### src/rtl/ll_pkg.sv
// Shared types and sizing for the linked-list store read path.
package ll_pkg;

  localparam int unsigned DATA_DEPTH = 16;
  localparam int unsigned PTR_WD     = $clog2(DATA_DEPTH);
  localparam int unsigned DATA_WD    = 32;

  typedef logic [PTR_WD-1:0] ptr_t;

  typedef enum logic [1:0] {
    IDLE,
    ISSUE,
    WAIT,
    RESP
  } rd_state_e;

  typedef struct packed {
    logic [DATA_WD-1:0] data;
    logic               err;
  } rd_resp_t;

endpackage

### src/rtl/ll_rd_ctrl.sv
// Linked-list read controller: pops the head node, returns it to the allocator, advances head.
// Optional LL_PEEK_EN: requests with rd_req_peek=1 read the head without freeing or advancing it.
module ll_rd_ctrl
  import ll_pkg::*;
#(
  parameter int unsigned DATA_DEPTH = ll_pkg::DATA_DEPTH,
  parameter int unsigned PTR_WD     = $clog2(DATA_DEPTH),
  parameter int unsigned DATA_WD    = ll_pkg::DATA_WD
) (
  input  logic               clk,
  input  logic               reset_n,
  input  logic               rd_req_vld,
  input  logic               rd_req_peek,
  output logic               rd_req_rdy,
  output logic               rd_resp_vld,
  input  logic               rd_resp_rdy,
  output logic [DATA_WD-1:0] rd_resp_data,
  output logic               rd_resp_err,
  input  logic               head_ld,
  input  logic [PTR_WD-1:0]  head_ld_ptr,
  input  logic               ll_empty,
  input  logic               make_ll_empty,
  output logic               mem_rd_en,
  output logic [PTR_WD-1:0]  mem_rd_addr,
  input  logic [DATA_WD-1:0] mem_rd_data,
  input  logic [PTR_WD-1:0]  mem_rd_nxt_ptr,
  output logic               return_nxt_ptr,
  output logic [PTR_WD-1:0]  pos_2_return_nxt_ptr
);

  rd_state_e         state, state_nxt;
  logic [PTR_WD-1:0] head_ptr;
  logic              head_vld;
  logic [PTR_WD-1:0] nxt_q;
  logic              peek_q;
  rd_resp_t          resp_q;
  logic              ret_pulse;
  logic [PTR_WD-1:0] ret_ptr;

  logic req_acc;
  logic resp_acc;
  logic pop_done;
  logic pop_empties;
  logic head_ld_ok;
  logic req_peek;

`ifdef LL_PEEK_EN
  assign req_peek = rd_req_peek;
`else
  logic unused_peek;
  assign req_peek    = 1'b0;
  assign unused_peek = rd_req_peek;
`endif

  assign req_acc     = (state == IDLE) && rd_req_vld;
  assign resp_acc    = (state == RESP) && rd_resp_rdy;
  assign pop_done    = resp_acc && !resp_q.err && !peek_q;
  // A node pointing at itself is the tail, so freeing it empties the list.
  assign pop_empties = pop_done && (nxt_q == head_ptr);
  // A load is only honoured into an empty list, including one emptied this very cycle.
  assign head_ld_ok  = head_ld && (!head_vld || pop_empties);

  always_ff @(posedge clk) begin
    if (reset_n) begin
      state <= IDLE;
    end else begin
      state <= state_nxt;
    end
  end

  always_comb begin
    state_nxt   = state;
    rd_req_rdy  = 1'b0;
    rd_resp_vld = 1'b0;
    mem_rd_en   = 1'b0;
    mem_rd_addr = '0;
    unique case (state)
      IDLE: begin
        rd_req_rdy = 1'b1;
        if (rd_req_vld) begin
          state_nxt = head_vld ? ISSUE : RESP;
        end
      end
      ISSUE: begin
        mem_rd_en   = 1'b1;
        mem_rd_addr = head_ptr;
        state_nxt   = WAIT;
      end
      WAIT: begin
        state_nxt = RESP;
      end
      RESP: begin
        rd_resp_vld = 1'b1;
        if (rd_resp_rdy) begin
          state_nxt = IDLE;
        end
      end
      default: state_nxt = IDLE;
    endcase
    if (make_ll_empty) begin
      state_nxt = IDLE;
    end
  end

  always_ff @(posedge clk) begin
    if (reset_n) begin
      head_ptr  <= '0;
      head_vld  <= 1'b0;
      nxt_q     <= '0;
      peek_q    <= 1'b0;
      resp_q    <= '0;
      ret_pulse <= 1'b0;
      ret_ptr   <= '0;
    end else begin
      ret_pulse <= 1'b0;
      ret_ptr   <= '0;
      if (make_ll_empty) begin
        // Allocator resets itself on flush, so in-flight nodes are not returned.
        head_vld <= 1'b0;
      end else begin
        if (req_acc) begin
          peek_q <= req_peek;
          if (!head_vld) begin
            resp_q <= '{data: '0, err: 1'b1};
          end
        end
        if (state == WAIT) begin
          resp_q <= '{data: mem_rd_data, err: 1'b0};
          nxt_q  <= mem_rd_nxt_ptr;
        end
        if (pop_done) begin
          ret_pulse <= 1'b1;
          ret_ptr   <= head_ptr;
          if (pop_empties) begin
            head_vld <= 1'b0;
          end else begin
            head_ptr <= nxt_q;
          end
        end
        // Allocator reporting empty while we hold a head: trust the allocator.
        if (ll_empty && head_vld) begin
          head_vld <= 1'b0;
        end
        if (head_ld_ok) begin
          head_ptr <= head_ld_ptr;
          head_vld <= 1'b1;
        end
      end
    end
  end

  assign rd_resp_data         = resp_q.data;
  assign rd_resp_err          = resp_q.err;
  assign return_nxt_ptr       = ret_pulse;
  assign pos_2_return_nxt_ptr = ret_ptr;

endmodule
### config.mk
export PLATFORM = sky130hd
export DESIGN_NAME = ll_rd_ctrl
export DESIGN_NICKNAME = d
export VERILOG_FILES = /design/src/rtl/ll_pkg.sv /design/src/rtl/ll_rd_ctrl.sv
export SDC_FILE = /design/constraint.sdc
export NUM_CORES = 1
export LEC_CHECK = 0
export ABC_AREA = 1
export CAP_MARGIN = 20
export CELL_PAD_IN_SITES_DETAIL_PLACEMENT = 2
export CELL_PAD_IN_SITES_GLOBAL_PLACEMENT = 2
export CORE_MARGIN = 2
export CORE_UTILIZATION = 23
export CTS_CLUSTER_DIAMETER = 80
export DETAILED_ROUTE_END_ITERATION = 7
export GPL_TIMING_DRIVEN = 0
export PLACE_DENSITY = 0.83
export SLEW_MARGIN = 10
export SYNTH_ARGS = -nofsm -noshare
export SYNTH_HDL_FRONTEND = slang
export SYNTH_SLANG_ARGS = --single-unit
### constraint.sdc
create_clock -name clk -period 4.4 [get_ports clk]
set_clock_uncertainty 0.15 [all_clocks]
set_input_delay 0.88 -clock clk [delete_from_list [all_inputs] [get_ports clk]]
set_output_delay 0.88 -clock clk [all_outputs]
set_load 0.01 [all_outputs]
==> results.cfg <==
[status]
run_status = complete, no violations

[detailed_routing]
wl_per_cell_um = 14.1
wirelength_met1_um = 2820
wl_met3_um = 378
top_layer = met4
drt_iter0_markers = 39
route.detailed.drc = 0
met2_length_um = 3350
vias_per_cell = 4.34
wl_um = 6600
ant_nets = 0
vias = 2030
firstDrtPassIters = 4

[floorplanning]
die_w_um = 96.5
die-area_um2 = 9320
core-area_um2 = 8260
die_h_um = 96.5
start_util_pct = 23.8
ios = 93
rows = 33

[pwr]
powerDensity_nw_per_um2 = 286
pwr-share-comb_pct = 17.1
seq_power_share_pct = 53.0
power_switching_mw = 0.237
p_leak_nw = 1.18
ir_drop_uv = 110
swShare_pct = 26.8
p_int_mw = 0.647
power_frac_clock_pct = 29.8

[yosys]
ys_ff_latch = 49
syn-num-nets = 318
synth-compound-area-share_pct = 11.9
yosysSeqAreaShare_pct = 49.8
netlist_instances = 265
muxShareOfSynthArea_pct = 0
ys_warn_count = 0
synth_top_family_by_area = simple AND/OR/NAND/NOR gates
syn_area_um2 = 1970
avgSynthCellArea_um2 = 7.43
synth.distinct_cells = 19
synth_xor_area_share_pct = 0.445
synth-simple-area-share_pct = 27.9
synthAdderAreaFrac_pct = 3.18

[clock_tree]
cts_buffer_depth = 2
clock-sinks = 49
clkTransAtPathRegs_ns = 0.09
cts_max_level = 2
root_buffer = clkbuf_8
cts_tree = done
cts_buffers = 5
post-cts-setup-buffers = 0
ctsResizeCount = 0
clock_latency_ns = 0.30
cts_hold_buf = 0

[finish]
design_area_um2 = 3080
nets = 415
synthToLayoutAreaGrowth_pct = 56.6
layout-drive-gt1-share_pct = 7.16
nFillCells = 968
mostFrequentLayoutCells = 97 x nand2_1, 90 x clkdlybuf4s50_1, 49 x dfxtp_1, 37 x a21oi_1, 20 x inv_1
diodes = 0
layout_commonest_cell = nand2_1

[sta]
worst_slew_pin_slew_ns = 0.474
finalHoldViolations = 0
period_minus_slack_ns = 2.86
tns_ns = 0
rsz0062_at_grt = false
drv_slew = 0
max_freq_ghz = 0.349
slew_headroom_pct = 68.4
min_period_over_period_pct = 65.1
setup_viol = 0

[flow_run]
cap_viol_max_count = 0

[place]
hpwl_um = 5060
numPortBuffers = 90
dpl_cell_area_um2 = 3000
gp_congestion = 0.776

[global_route]
grt_max_degree = 15
antenna_found_initial = 0
overflow = 0
grt_pass1_wl_um = 10600
gr-usage-all-layers_pct = 14.7
grt_pass1_vias = 2170

[min_path]
hp-class = reg -> reg

[setup_path]
required_ns = 3.37
crit_path_end_kind = primary output
crit_type = reg -> out
cp-start-kind = flip-flop
worst-path-max-fanout = 5
arrival_ns = 1.83
## per-stage QoR
| stage | hold WS, ns | power, mW | utilization [%] | instances | setup WS (ns) |
|---|---|---|---|---|---|
| 2_1_floorplan | 0.296 | 0.545 | - | 265 | 2.50 |
| 3_3_place_gp | 0.298 | 0.629 | 36.3 | 460 | 1.74 |
| 4_1_cts | 0.328 | 0.906 | 37.3 | 468 | 1.52 |
| 3_5_place_dp | 0.311 | 0.633 | 36.3 | 460 | 1.68 |
| 5_1_grt | 0.345 | 0.939 | 37.3 | 468 | 1.41 |
| 6_report | 0.321 | 0.883 | 37.3 | 468 | 1.54 |
## cell usage after synthesis (all sizes together)
cell    count  area (um2)
nor3        2        10.0
xnor2       1        8.76
ha          5        62.6
clkbuf      5        18.8
nand2     101         409
o22ai       1        6.26
nor2       21        88.8
o21ai       4        20.0
or2         1        6.26
a21oi      37         185
buf         5        25.0
nand3       6        35.0
dfxtp      49         981
a211oi      3        22.5
inv        24        90.1
## worst paths after layout
check	start	endpoint	slack (ns)	depth (start not counted)
worst max-delay path	state[1]	mem_rd_addr[2]	1.54	5
worst min-delay path	rd_resp_data[5]	rd_resp_data[5]	0.32	2
worst max register to register	state[0]	rd_resp_data[31]	2.47	7
worst min register to register	rd_resp_data[5]	rd_resp_data[5]	0.32	2
## area by class of cell
class	instances	area (um2)	area share, %
Buffer	10	43.8	1.42
Inverter	24	90.1	2.92
Tap cell	105	131	4.26
Multi-Input combinational cell	182	855	27.7
Clock buffer	6	72.6	2.35
Sequential cell	49	981	31.8
Clock inverter	2	10.0	0.325
Timing Repair Buffer	90	901	29.2
## per-layer routing
layer | vias to the layer above | GRT usage, %
met2 | 52 | 26.0
met5 | - | 0
li1 | 1018 | -
met1 | 955 | 17.9
met3 | 5 | 3.96
met4 | 0 | 2.82
## state kept, by name, indices dropped and copies added, names as in the netlist
name                  flops
head_vld                  1
nxt_q                     4
head_ptr                  4
rd_resp_data             32
return_nxt_ptr            1
rd_resp_err               1
pos_2_return_nxt_ptr      4
state                     2
## power groups by stage
stage	Clock (mW)	Combinational (mW)	Sequential [mW]
floorplan	0	0.0642	0.481
detailed placement	0	0.154	0.479
global placement	0	0.150	0.478
finish	0.264	0.151	0.468
global route	0.297	0.171	0.471
CTS	0.281	0.156	0.469
## critical path, stage by stage (launching register included)
cell	delay [ns]
dfxtp_1	0.34
inv_1	0.16
ha_1	0.34
nand2_1	0.11
inv_1	0.07
clkdlybuf4s50_1	0.53
## cells by family after synthesis
family                   count (synthesis)
AO/OA/AOI/OAI                           45
XOR/XNOR                                 1
adder cells (fa/ha/maj)                  5
buffers and inverters                   34
flip-flops                              49
AND/OR/NAND/NOR                        131
Power figures use the tool's default switching activity.
